## src/rtl/wb_pkg.sv

```systemverilog
// Shared types and constants for the writeback arbiter.
package wb_pkg;

  localparam int REG_AW       = 5;
  localparam int DEFAULT_XLEN = 32;

  typedef struct packed {
    logic [REG_AW-1:0]       rd;
    logic [DEFAULT_XLEN-1:0] wd;
  } wb_entry_t;

  // One-hot register mask; x0 never shows up as a pending target.
  function automatic logic [31:0] reg_onehot(input logic [REG_AW-1:0] r);
    return (32'd1 << r) & ~32'd1;
  endfunction

endpackage

```

## src/rtl/wb_fifo.sv

```systemverilog
// Generic synchronous FIFO with wrap-bit pointers and per-slot valid flags.
import wb_pkg::*;

module wb_fifo #(
  parameter type entry_t = wb_entry_t,
  parameter int  DEPTH   = 2
) (
  input  logic                         clk,
  input  logic                         rst,
  input  logic                         push,
  input  logic                         pop,
  input  entry_t                       wdata,
  output entry_t                       rdata,
  output logic                         full,
  output logic                         empty,
  output logic [DEPTH-1:0]             entry_valid,
  output logic [DEPTH-1:0][REG_AW-1:0] entry_rd
);

  localparam int AW = $clog2(DEPTH);
  localparam int PW = AW + 1;
  localparam logic [PW-1:0] PTR_ONE = {{(PW-1){1'b0}}, 1'b1};

  logic [PW-1:0] wr_ptr_r;
  logic [PW-1:0] rd_ptr_r;
  logic [PW-1:0] count_s;
  logic [AW-1:0] off_s;
  logic          do_push_s;
  logic          do_pop_s;
  entry_t        mem_r [DEPTH];

  assign full      = (wr_ptr_r[PW-1] != rd_ptr_r[PW-1]) && (wr_ptr_r[AW-1:0] == rd_ptr_r[AW-1:0]);
  assign empty     = (wr_ptr_r == rd_ptr_r);
  assign count_s   = wr_ptr_r - rd_ptr_r;
  assign do_push_s = push && !full;
  assign do_pop_s  = pop && !empty;
  assign rdata     = mem_r[rd_ptr_r[AW-1:0]];

  // Pointer update
  always_ff @(posedge clk or posedge rst) begin
    if (rst) begin
      wr_ptr_r <= '0;
      rd_ptr_r <= '0;
    end else begin
      if (do_push_s) wr_ptr_r <= wr_ptr_r + PTR_ONE;
      if (do_pop_s)  rd_ptr_r <= rd_ptr_r + PTR_ONE;
    end
  end

  // Storage write
  always_ff @(posedge clk) begin
    if (do_push_s) mem_r[wr_ptr_r[AW-1:0]] <= wdata;
  end

  // A slot is live when its distance from the read pointer is below the fill count
  always_comb begin
    entry_valid = '0;
    entry_rd    = '0;
    off_s       = '0;
    for (int i = 0; i < DEPTH; i++) begin
      off_s          = AW'(i) - rd_ptr_r[AW-1:0];
      entry_valid[i] = ({1'b0, off_s} < count_s);
      entry_rd[i]    = mem_r[i].rd;
    end
  end

endmodule

```

## src/rtl/wb_arbiter.sv

```systemverilog
// Writeback arbiter: queued loads beat ALU results for the single register-file write port.
// Optional feature: define WB_PENDING_EN to add the per-register pending-write mask output.
import wb_pkg::*;

module wb_arbiter #(
  parameter int XLEN     = DEFAULT_XLEN,
  parameter int LD_DEPTH = 2
) (
  input  logic              clk,
  input  logic              rst,
  input  logic              alu_valid,
  input  logic [4:0]        alu_rd,
  input  logic [XLEN-1:0]   alu_wd,
  output logic              alu_ready,
  input  logic              ld_valid,
  input  logic [4:0]        ld_rd,
  input  logic [XLEN-1:0]   ld_wd,
  output logic              ld_ready,
  output logic              rf_we,
  output logic [4:0]        rf_rd,
  output logic [XLEN-1:0]   rf_wd,
  output logic              busy
`ifdef WB_PENDING_EN
  ,
  output logic [31:0]       pending
`endif
);

  typedef struct packed {
    logic [REG_AW-1:0] rd;
    logic [XLEN-1:0]   wd;
  } entry_t;

  entry_t                          ld_entry_s;
  entry_t                          head_s;
  logic                            fifo_full_s;
  logic                            fifo_empty_s;
  logic                            push_s;
  logic                            pop_s;
  logic [LD_DEPTH-1:0]             entry_valid_s;
  logic [LD_DEPTH-1:0][REG_AW-1:0] entry_rd_s;
  logic                            win_valid_s;
  logic [REG_AW-1:0]               win_rd_s;
  logic [XLEN-1:0]                 win_wd_s;
  logic                            rf_we_r;
  logic [REG_AW-1:0]               rf_rd_r;
  logic [XLEN-1:0]                 rf_wd_r;

  assign ld_entry_s.rd = ld_rd;
  assign ld_entry_s.wd = ld_wd;

  // ld_ready comes from registered fullness only, so a same-cycle pop never opens it
  assign ld_ready  = !fifo_full_s && !rst;
  assign alu_ready = fifo_empty_s && !rst;
  assign push_s    = ld_valid && ld_ready;
  assign pop_s     = !fifo_empty_s && !rst;

  wb_fifo #(
    .entry_t (entry_t),
    .DEPTH   (LD_DEPTH)
  ) u_fifo (
    .clk         (clk),
    .rst         (rst),
    .push        (push_s),
    .pop         (pop_s),
    .wdata       (ld_entry_s),
    .rdata       (head_s),
    .full        (fifo_full_s),
    .empty       (fifo_empty_s),
    .entry_valid (entry_valid_s),
    .entry_rd    (entry_rd_s)
  );

  // Pick this cycle's writer: FIFO head first, then the ALU
  always_comb begin
    win_valid_s = 1'b0;
    win_rd_s    = '0;
    win_wd_s    = '0;
    if (!fifo_empty_s) begin
      win_valid_s = 1'b1;
      win_rd_s    = head_s.rd;
      win_wd_s    = head_s.wd;
    end else if (alu_valid) begin
      win_valid_s = 1'b1;
      win_rd_s    = alu_rd;
      win_wd_s    = alu_wd;
    end else begin
      win_valid_s = 1'b0;
    end
  end

  // Write register; x0 winners are consumed without raising the enable
  always_ff @(posedge clk or posedge rst) begin
    if (rst) begin
      rf_we_r <= 1'b0;
      rf_rd_r <= '0;
      rf_wd_r <= '0;
    end else if (win_valid_s && (win_rd_s != 5'd0)) begin
      rf_we_r <= 1'b1;
      rf_rd_r <= win_rd_s;
      rf_wd_r <= win_wd_s;
    end else begin
      rf_we_r <= 1'b0;
    end
  end

  assign rf_we = rf_we_r;
  assign rf_rd = rf_rd_r;
  assign rf_wd = rf_wd_r;
  assign busy  = !fifo_empty_s || rf_we_r;

`ifdef WB_PENDING_EN
  logic [31:0] pending_s;

  // Targets of queued loads plus the write in flight
  always_comb begin
    pending_s = '0;
    for (int i = 0; i < LD_DEPTH; i++) begin
      if (entry_valid_s[i]) begin
        pending_s = pending_s | reg_onehot(entry_rd_s[i]);
      end else begin
        pending_s = pending_s;
      end
    end
    if (rf_we_r) begin
      pending_s = pending_s | reg_onehot(rf_rd_r);
    end else begin
      pending_s = pending_s;
    end
  end

  assign pending = pending_s;
`else
  logic [LD_DEPTH-1:0]             unused_valid_s;
  logic [LD_DEPTH-1:0][REG_AW-1:0] unused_rd_s;

  assign unused_valid_s = entry_valid_s;
  assign unused_rd_s    = entry_rd_s;
`endif

endmodule

```

## config.mk

```make
export PLATFORM = sky130hd
export DESIGN_NAME = wb_arbiter
export DESIGN_NICKNAME = d
export VERILOG_FILES = /design/src/rtl/wb_pkg.sv /design/src/rtl/wb_fifo.sv /design/src/rtl/wb_arbiter.sv
export SDC_FILE = /design/constraint.sdc
export NUM_CORES = 1
export LEC_CHECK = 0
export CAP_MARGIN = 40
export CORE_MARGIN = 3
export CORE_UTILIZATION = 35
export CTS_BUF_LIST = sky130_fd_sc_hd__clkbuf_8
export CTS_CLUSTER_SIZE = 25
export DETAILED_ROUTE_END_ITERATION = 16
export SLEW_MARGIN = 20
export SYNTH_ARGS = -nofsm -noshare
export SYNTH_HDL_FRONTEND = slang
export SYNTH_SLANG_ARGS = --single-unit
```

## constraint.sdc

```tcl
create_clock -name clk -period 4.1 [get_ports clk]
set_clock_uncertainty 0.2 [all_clocks]
set_input_delay 0.82 -clock clk [delete_from_list [all_inputs] [get_ports clk]]
set_output_delay 0.82 -clock clk [all_outputs]
set_load 0.05 [all_outputs]
```

# Yosys cells after proc, flatten, opt, wreduce, memory -nomap -nowiden

Memories as Yosys holds them, arrays and structs flattened.
Index checks and enable logic that the tools add are counted.

Add/subtract/negate cells: 2
Multipliers: 0
Div/mod/pow operators: 0
$lt $le $gt $ge: 0
Equal/unequal tests: 3
Shift-type cells: 0
Multiplexer cells: 9
Bitwise operators: 0
Reductions and logical operators: 13

Operator list:

| kind                  | number |
|---|---|
| $mux W32              | 2 |
| $mux W5               | 2 |
| $logic_and A1 B1 Y1   | 8 |
| $mux W1               | 5 |
| $reduce_bool A5 Y1    | 1 |
| $add A2 B1 Y2 const B | 2 |
| $logic_not A1 Y1      | 3 |
| $eq A2 B2 Y1          | 1 |
| $eq A1 B1 Y1          | 1 |
| $logic_or A1 B1 Y1    | 1 |
| $ne A1 B1 Y1          | 1 |

Register bits: 42
Latch bits: 0
RAM bits: 74
Memory bits (read-only): 0
Input bits: 78
Output and inout bits: 41
Word-level logic and storage cells: 33
Memories kept: 1

Memories:

| name         | words | width | read ports | clocked after memory_dff | write ports | line          | text |
|---|---|---|---|---|---|---|---|
| u_fifo.mem_r | 2     | 37    | 1          | 0                        | 1           | wb_fifo.sv:30 | `entry_t mem_r [DEPTH];` |

# Longest topological paths before layout

Gate-level depths: netlist of the first run.

Depth in word-level cells: 8
Mapped depth: 7
Mapped depth without buffers: 4

# Cells and area by module

Synthesis of the first run repeated with hierarchy kept, for this count alone.

Cells, all modules: 338
Area total of the unflattened synthesis: 4978.5 um^2

Modules (own cells, without submodules):

| module     | times used | cells an instance | area each (um^2) | seq. area each (um^2) |
|---|---|---|---|---|
| wb_fifo    | 1          | 157               | 3030.4           | 2322.2 |
| wb_arbiter | 1          | 181               | 1948.1           | 950.9 |

# Worst setup path after synthesis of the first run

OpenSTA, ideal clock, no wires.

Path kind: input port to flip-flop
Start: input port rst
End: memory u_fifo.mem_r[0][0] (netlist name), enable pin
Setup time: 431 ps
Data arrival time: 3456 ps
Required time: 3469 ps
Setup slack: 13 ps
Stages: 3
Buffers on the path: 0
Cells stage by stage: a21oi_1 -> nand2_1 -> nor2_1

Longest elaborated chain between the ends: 6

RTL lines:

| item                              | line             | text |
|---|---|---|
| from (decl)                       | wb_arbiter.sv:10 | `input logic rst,` |
| $logic_not A1 Y1 (no source line) | n/a              |  |
| $logic_and A1 B1 Y1               | wb_arbiter.sv:53 | `assign ld_ready = !fifo_full_s && !rst;` |
| $logic_and A1 B1 Y1               | wb_arbiter.sv:55 | `assign push_s = ld_valid && ld_ready;` |
| $logic_and A1 B1 Y1               | wb_fifo.sv:35    | `assign do_push_s = push && !full;` |
| $mux W1                           | wb_fifo.sv:52    | `if (do_push_s) mem_r[wr_ptr_r[AW-1:0]] <= wdata;` |
| $mux W1 (implied by the code)     | wb_fifo.sv:52    |  |
| to (decl)                         | wb_fifo.sv:30    |  |

Every way passes these cells.

# Final worst setup path of the first run

Start: input port rst
End: output port ld_ready

Longest elaborated chain between the ends: 2

RTL lines:

| item                              | line             | text |
|---|---|---|
| $logic_not A1 Y1 (no source line) | n/a              |  |
| $logic_and A1 B1 Y1               | wb_arbiter.sv:53 |  |
| to (decl)                         | wb_arbiter.sv:18 | `output logic ld_ready,` |

Every way passes these cells.

==> results of run 1 <==
-- cells in the final DEF (no fill, tap or decap), drive strengths merged --
| cell | instances |
|---|---|
| clkdlybuf4s50 | 116 |
| edfxtp | 74 |
| mux2 | 64 |
| dfrtp | 42 |
| nand2 | 39 |
| inv | 38 |
| nand4 | 33 |
| o221ai | 32 |
| clkbuf | 21 |
| buf | 13 |
| mux2i | 9 |
| clkinv | 5 |
| xnor2 | 4 |
| a31o | 4 |
| nand3 | 3 |
| xor2 | 3 |
| nor2 | 3 |
| or3 | 2 |
| o211ai | 2 |
| or4 | 2 |
| o21ai | 1 |
| or2 | 1 |
| or4b | 1 |
| and2 | 1 |
| a21o | 1 |
| o22ai | 1 |
| a21oi | 1 |
| nand2b | 1 |
| and3 | 1 |
| bufinv | 1 |
-- report_power, final --
group          switching (W)  internal [W]
combinational        0.00180       0.00113
clock               0.000424      0.000523
sequential          0.000162       0.00162
-- worst max-delay path: stages --
cell and delay, ns:
clkdlybuf4s50_1 0.47, a21oi_1 0.23, clkdlybuf4s50_1 0.84
-- path summary, 6_finish.rpt --
check,depth (start not counted),end,start
max in group asynchronous,3,u_fifo.rd_ptr_r[0],rst
setup reg to reg,6,rf_rd[2],u_fifo.rd_ptr_r[0]
hold / removal,1,rf_rd[3],rf_rd[3]
hold reg to reg,1,rf_rd[3],rf_rd[3]
setup / recovery,3,ld_ready,rst
min in group asynchronous,2,rf_wd[9],rst
-- synthesized netlist by cell type, types with 2 or more instances --
| cell | count | area (sq um) |
|---|---|---|
| mux2i_1 | 9 | 90.1 |
| xnor2_1 | 4 | 35.0 |
| nand3_1 | 3 | 15.0 |
| dfrtp_1 | 42 | 1050 |
| a31o_2 | 4 | 35.0 |
| o221ai_1 | 2 | 17.5 |
| nand2_1 | 39 | 146 |
| buf_6 | 4 | 45.0 |
| buf_2 | 4 | 20.0 |
| xor2_1 | 3 | 26.3 |
| o211ai_1 | 2 | 15.0 |
| clkbuf_1 | 17 | 63.8 |
| nor2_1 | 3 | 11.3 |
| nand4_1 | 33 | 206 |
| mux2_2 | 64 | 721 |
| edfxtp_1 | 74 | 2220 |
| inv_1 | 33 | 124 |
| o221ai_2 | 30 | 450 |
| or3_1 | 2 | 12.5 |
| buf_1 | 6 | 22.5 |
-- kinds of logic (layout without fill, tap and decap cells) --
family                 after synthesis  in the layout
AO/OA/AOI/OAI                       42             42
XOR/XNOR                             7              7
buffers and inverters               64            194
flip-flops                         116            116
multiplexers                        73             73
AND/OR/NAND/NOR                     87             87
-- layer usage --
metal | part of all wire (%) | up-vias | global-route usage (%)
li1 | - | 1707 | -
met1 | 44 | 1749 | 20.0
met2 | 49 | 89 | 25.4
met3 | 5.2 | 23 | 4.51
met4 | 1.9 | 2 | 5.99
met5 | 0.10 | - | 0
-- per-stage QoR --
stage               std cells  instance area (sq um)
detailed placement        671                   6780
global route              703                   7140
floorplan                 389                   5420
finish                    703                   7140
CTS                       703                   7140
global placement          671                   6780
-- layout make-up --
type                            count  area (sq um)
Clock buffer                       21           289
Clock inverter                     11          68.8
Fill cell                        1333          7670
Inverter                           33           124
Multi-Input combinational cell    209          1890
Sequential cell                   116          3270
Tap cell                          184           230
Timing Repair Buffer              129          1260
-- flip-flops by register name, indices dropped and copies added, names as in the netlist --
| signal | flops |
|---|---|
| rf_wd | 32 |
| rf_we | 1 |
| u_fifo.mem_r | 74 |
| u_fifo.wr_ptr_r | 2 |
| u_fifo.rd_ptr_r | 2 |
| rf_rd | 5 |
==> impl_metrics.tcl, run 1 <==
set metrics [dict create \
    async_reset_ff_share_pct 36.2 \
    rsz0062_at_grt "false" \
    numCtsBuffers 17 \
    core_sq_um 14800 \
    setup_viol 0 \
    wl_per_cell_um 18.0 \
    syn_area_sq_um 5420 \
    ys_warn_count 0 \
    ctsRootBufferMaster "clkbuf_8" \
    postCtsSetupRepairBufs 0 \
    cp_data_arrival_time_ns 2.36 \
    antenna_found_initial 1 \
    cts_max_level 4 \
    grt_max_degree 42 \
    cts.repair.resized 0 \
    vias 3570 \
    via_per_inst 5.08 \
    final_core_util_pct 48.2 \
    antenna_cells 0 \
    power.density_nw_per_um2 793 \
    worstMarginPinSlew_ns 0.594 \
    clkTransAtPathRegs_ns 0.06 \
    initial_utilization_pct 36.6 \
    syn_inst 389 \
    ioPinCount 119 \
    status "completed" \
    nNetsFinal 584 \
    cap_viol_max_count 0 \
    grt_pass1_wl_um 20100 \
    synth_compound_area_share_pct 10.1 \
    cts.hold.buffers_added 0 \
    synth_mux_area_share_pct 15.0 \
    ys_ff_latch 116 \
    cts_buffer_depth 2 \
    fin_hold_ws_ns 0.315 \
    synth-edff-count 74 \
    pre_cts_slack_ns 0.724 \
    synth_area_per_cell_sq_um 13.9 \
    die_w_um 130 \
    cts_sinks 116 \
    ant_nets 0 \
    synth-seq-area-share_pct 60.4 \
    first_global_vias 3832 \
    wl_um 12600 \
    track_usage_pct 15.7 \
    period_share_pct 82.5 \
    rows 44 \
    setup_tns_ns 0 \
    synth.distinct_cells 31 \
    max_freq_ghz 0.296 \
    slew_viol_final 0 \
    critical_path_class "in -> out" \
    firstDrtPassIters 4 \
    drt_iter0_markers 116 \
    synth_top_family_by_area "multiplexers" \
    synth-simple-area-share_pct 8.23 \
    start_kind "input port" \
    hold_class "reg -> reg" \
    cts_tree "built" \
    finalHoldViolCount 0 \
    r2r_setup_slack_ns 1.38 \
    path_max_fanout 4 \
    grt_overflow 0 \
    synthXorXnorAreaFrac_pct 1.13 \
    area_growth_pct 31.8 \
    synth_nets 467 \
    cellLeakagePower_nw 2.64 \
    dp_hpwl_um 7960 \
    drc 0 \
    end_kind "output port" \
    fin_total_pwr_w 0.00566 \
    layout-drive-gt1-share_pct 27.6 \
    gp_congestion 0.692 \
    required_ns 3.08 \
    die_h_um 130 \
    ys.flop_type "edfxtp_1" \
    clk_latency_ns 0.43 \
    yosys.area_share.adder_pct 0 \
    ir_drop_uv 403 \
    numPortBuffers 118 \
    worst_slack_ns 0.717 \
    dieArea_sq_um 17000 \
    layout_min_cycle_time_ns 3.38 \
    slew_headroom_pct 60.4 \
]
Power figures use the tool's default switching activity.
==> inputs of run 2 (changes only) <==
==> constraint.sdc (replaced) <==
create_clock -name clk -period 2.79 [get_ports clk]
set_clock_uncertainty 0.2 [all_clocks]
set_input_delay 0.558 -clock clk [delete_from_list [all_inputs] [get_ports clk]]
set_output_delay 0.558 -clock clk [all_outputs]
set_load 0.05 [all_outputs]
==> impl_metrics.tcl, run 2 (synthesis gave the netlist of run 1 again) <==
set metrics [dict create \
    slew_headroom_pct 61.6 \
    cts_sinks 116 \
    dp_cells 673 \
    cts_buffer_depth 2 \
    clkTransAtPathRegs_ns 0.06 \
    reg2reg_depth 4 \
    fin_total_pwr_w 0.00854 \
    cts_max_level 4 \
    slew_viol_final 0 \
    power.density_nw_per_um2 1170 \
    track_usage_pct 15.5 \
    setup_tns_ns 0 \
    numPortBuffers 118 \
    ctsRootBufferMaster "clkbuf_8" \
    die_w_um 130 \
    hold_depth 1 \
    ioPinCount 119 \
    drt_iter0_markers 130 \
    layout-drive-gt1-share_pct 29.1 \
    final_common_cell "clkdlybuf4s50_1" \
    layout_min_cycle_time_ns 2.56 \
    end_kind "output port" \
    finalInstanceArea_sq_um 7270 \
    period_share_pct 91.9 \
    finalHoldViolCount 0 \
    cellLeakagePower_nw 2.71 \
    rsz0062_at_grt "false" \
    postCtsSetupRepairBufs 0 \
    fin_cells 706 \
    slowest_delay_ns 0.42 \
    worstHoldEndpoint "rf_rd[2]" \
    wl_per_cell_um 18.1 \
    crit_family "flip-flops" \
    grt_overflow 0 \
    rows 44 \
    crit_chain "xnor2_1, and2_1, nand2b_1, buf_4" \
    placed_area_sq_um 6870 \
    dp_hpwl_um 8250 \
    initial_utilization_pct 36.6 \
    wl_um 12800 \
    grt_pass1_wl_um 19900 \
    status "completed" \
    dieArea_sq_um 17000 \
    r2r_setup_slack_ns 0.32 \
    ant_nets 0 \
    ir_drop_uv 532 \
    path_max_fanout 4 \
    gp_congestion 0.729 \
    required_ns 2.03 \
    cp_data_arrival_time_ns 1.81 \
    hold_path.startpoint "rf_rd[2]" \
    via_per_inst 5.09 \
    pre_cts_slack_ns -0.0334 \
    critPathSlowestCell "dfrtp_1" \
    numCtsBuffers 17 \
    cp_num_buf_inv 1 \
    antenna_cells 0 \
    first_global_vias 3784 \
    cts_tree "built" \
    grt_max_degree 66 \
    mostFrequentLayoutCells "clkdlybuf4s50_1 (114), edfxtp_1 (74), mux2_2 (64), dfrtp_1 (41), inv_1 (39)" \
    largest_register_ffs 74 \
    core_sq_um 14800 \
    area_growth_pct 34.3 \
    setup_viol 0 \
    hold_class "reg -> reg" \
    drc 0 \
    max_freq_ghz 0.390 \
    critical_path_class "reg -> out" \
    cap_viol_max_count 0 \
    clk_latency_ns 0.42 \
    nNetsFinal 587 \
    firstDrtPassIters 4 \
    r2r_end "rf_wd[6]" \
    r2r_start "u_fifo.rd_ptr_r[0]" \
    worstMarginPinSlew_ns 0.577 \
    worst_slack_ns 0.225 \
    die_h_um 130 \
    vias 3594 \
    antenna_found_initial 0 \
    start_kind "flip-flop" \
]
-- run 2: through the flow --
stage	utilization, %	hold WS, ns
floorplan	-	0.298
global placement	46.4	0.298
detailed placement	46.4	0.309
CTS	48.9	0.323
global route	49.1	0.331
finish	49.1	0.319
-- run 2: worst reg2reg max path, stage by stage (launching register included) --
cell and delay [ns]:
dfrtp_2 0.50, or4_4 0.56, or3_1 0.41, a21o_4 0.43
o221ai_2 0.29
-- run 2: cell type report --
cell class | count | area, sq um
Sequential cell | 116 | 3270
Inverter | 33 | 124
Tap cell | 184 | 230
Fill cell | 1329 | 7540
Multi-Input combinational cell | 209 | 1910
Timing Repair Buffer | 132 | 1360
Clock buffer | 20 | 275
Clock inverter | 12 | 101
-- run 2: layer usage --
layer  routed length, um  vias to the layer above  GRT usage [%]
met3                 593                       13           4.11
met4                 170                        0           5.99
met1                5490                     1778           19.0
met5                   0                        -              0
li1                    -                     1705              -
met2                6510                       98           26.2
-- run 2: report_power, final --
group | switching [W] | total [W] | internal (W) | leakage [nW]
Combinational | 0.00264 | 0.00442 | 0.00178 | 1.31
Clock | 0.000629 | 0.00147 | 0.000837 | 0.221
Sequential | 0.000268 | 0.00265 | 0.00238 | 1.18
-- run 2: repair_timing --
action / 4_1_cts / 5_1_grt
resized for setup: 0 / 1
hold buffers: 0 / 0
endpoints found under the setup margin: 0 / 1
-- run 2: how the worst max path moves through the flow --
stage                       startpoint   endpoint  cells after the start
floorplan           u_fifo.rd_ptr_r[0]  alu_ready                      6
global placement             alu_rd[2]  rf_wd[26]                      6
detailed placement           alu_rd[2]  rf_wd[29]                      6
finish              u_fifo.rd_ptr_r[1]       busy                      4
global route        u_fifo.rd_ptr_r[0]       busy                      4
CTS                 u_fifo.rd_ptr_r[0]       busy                      4
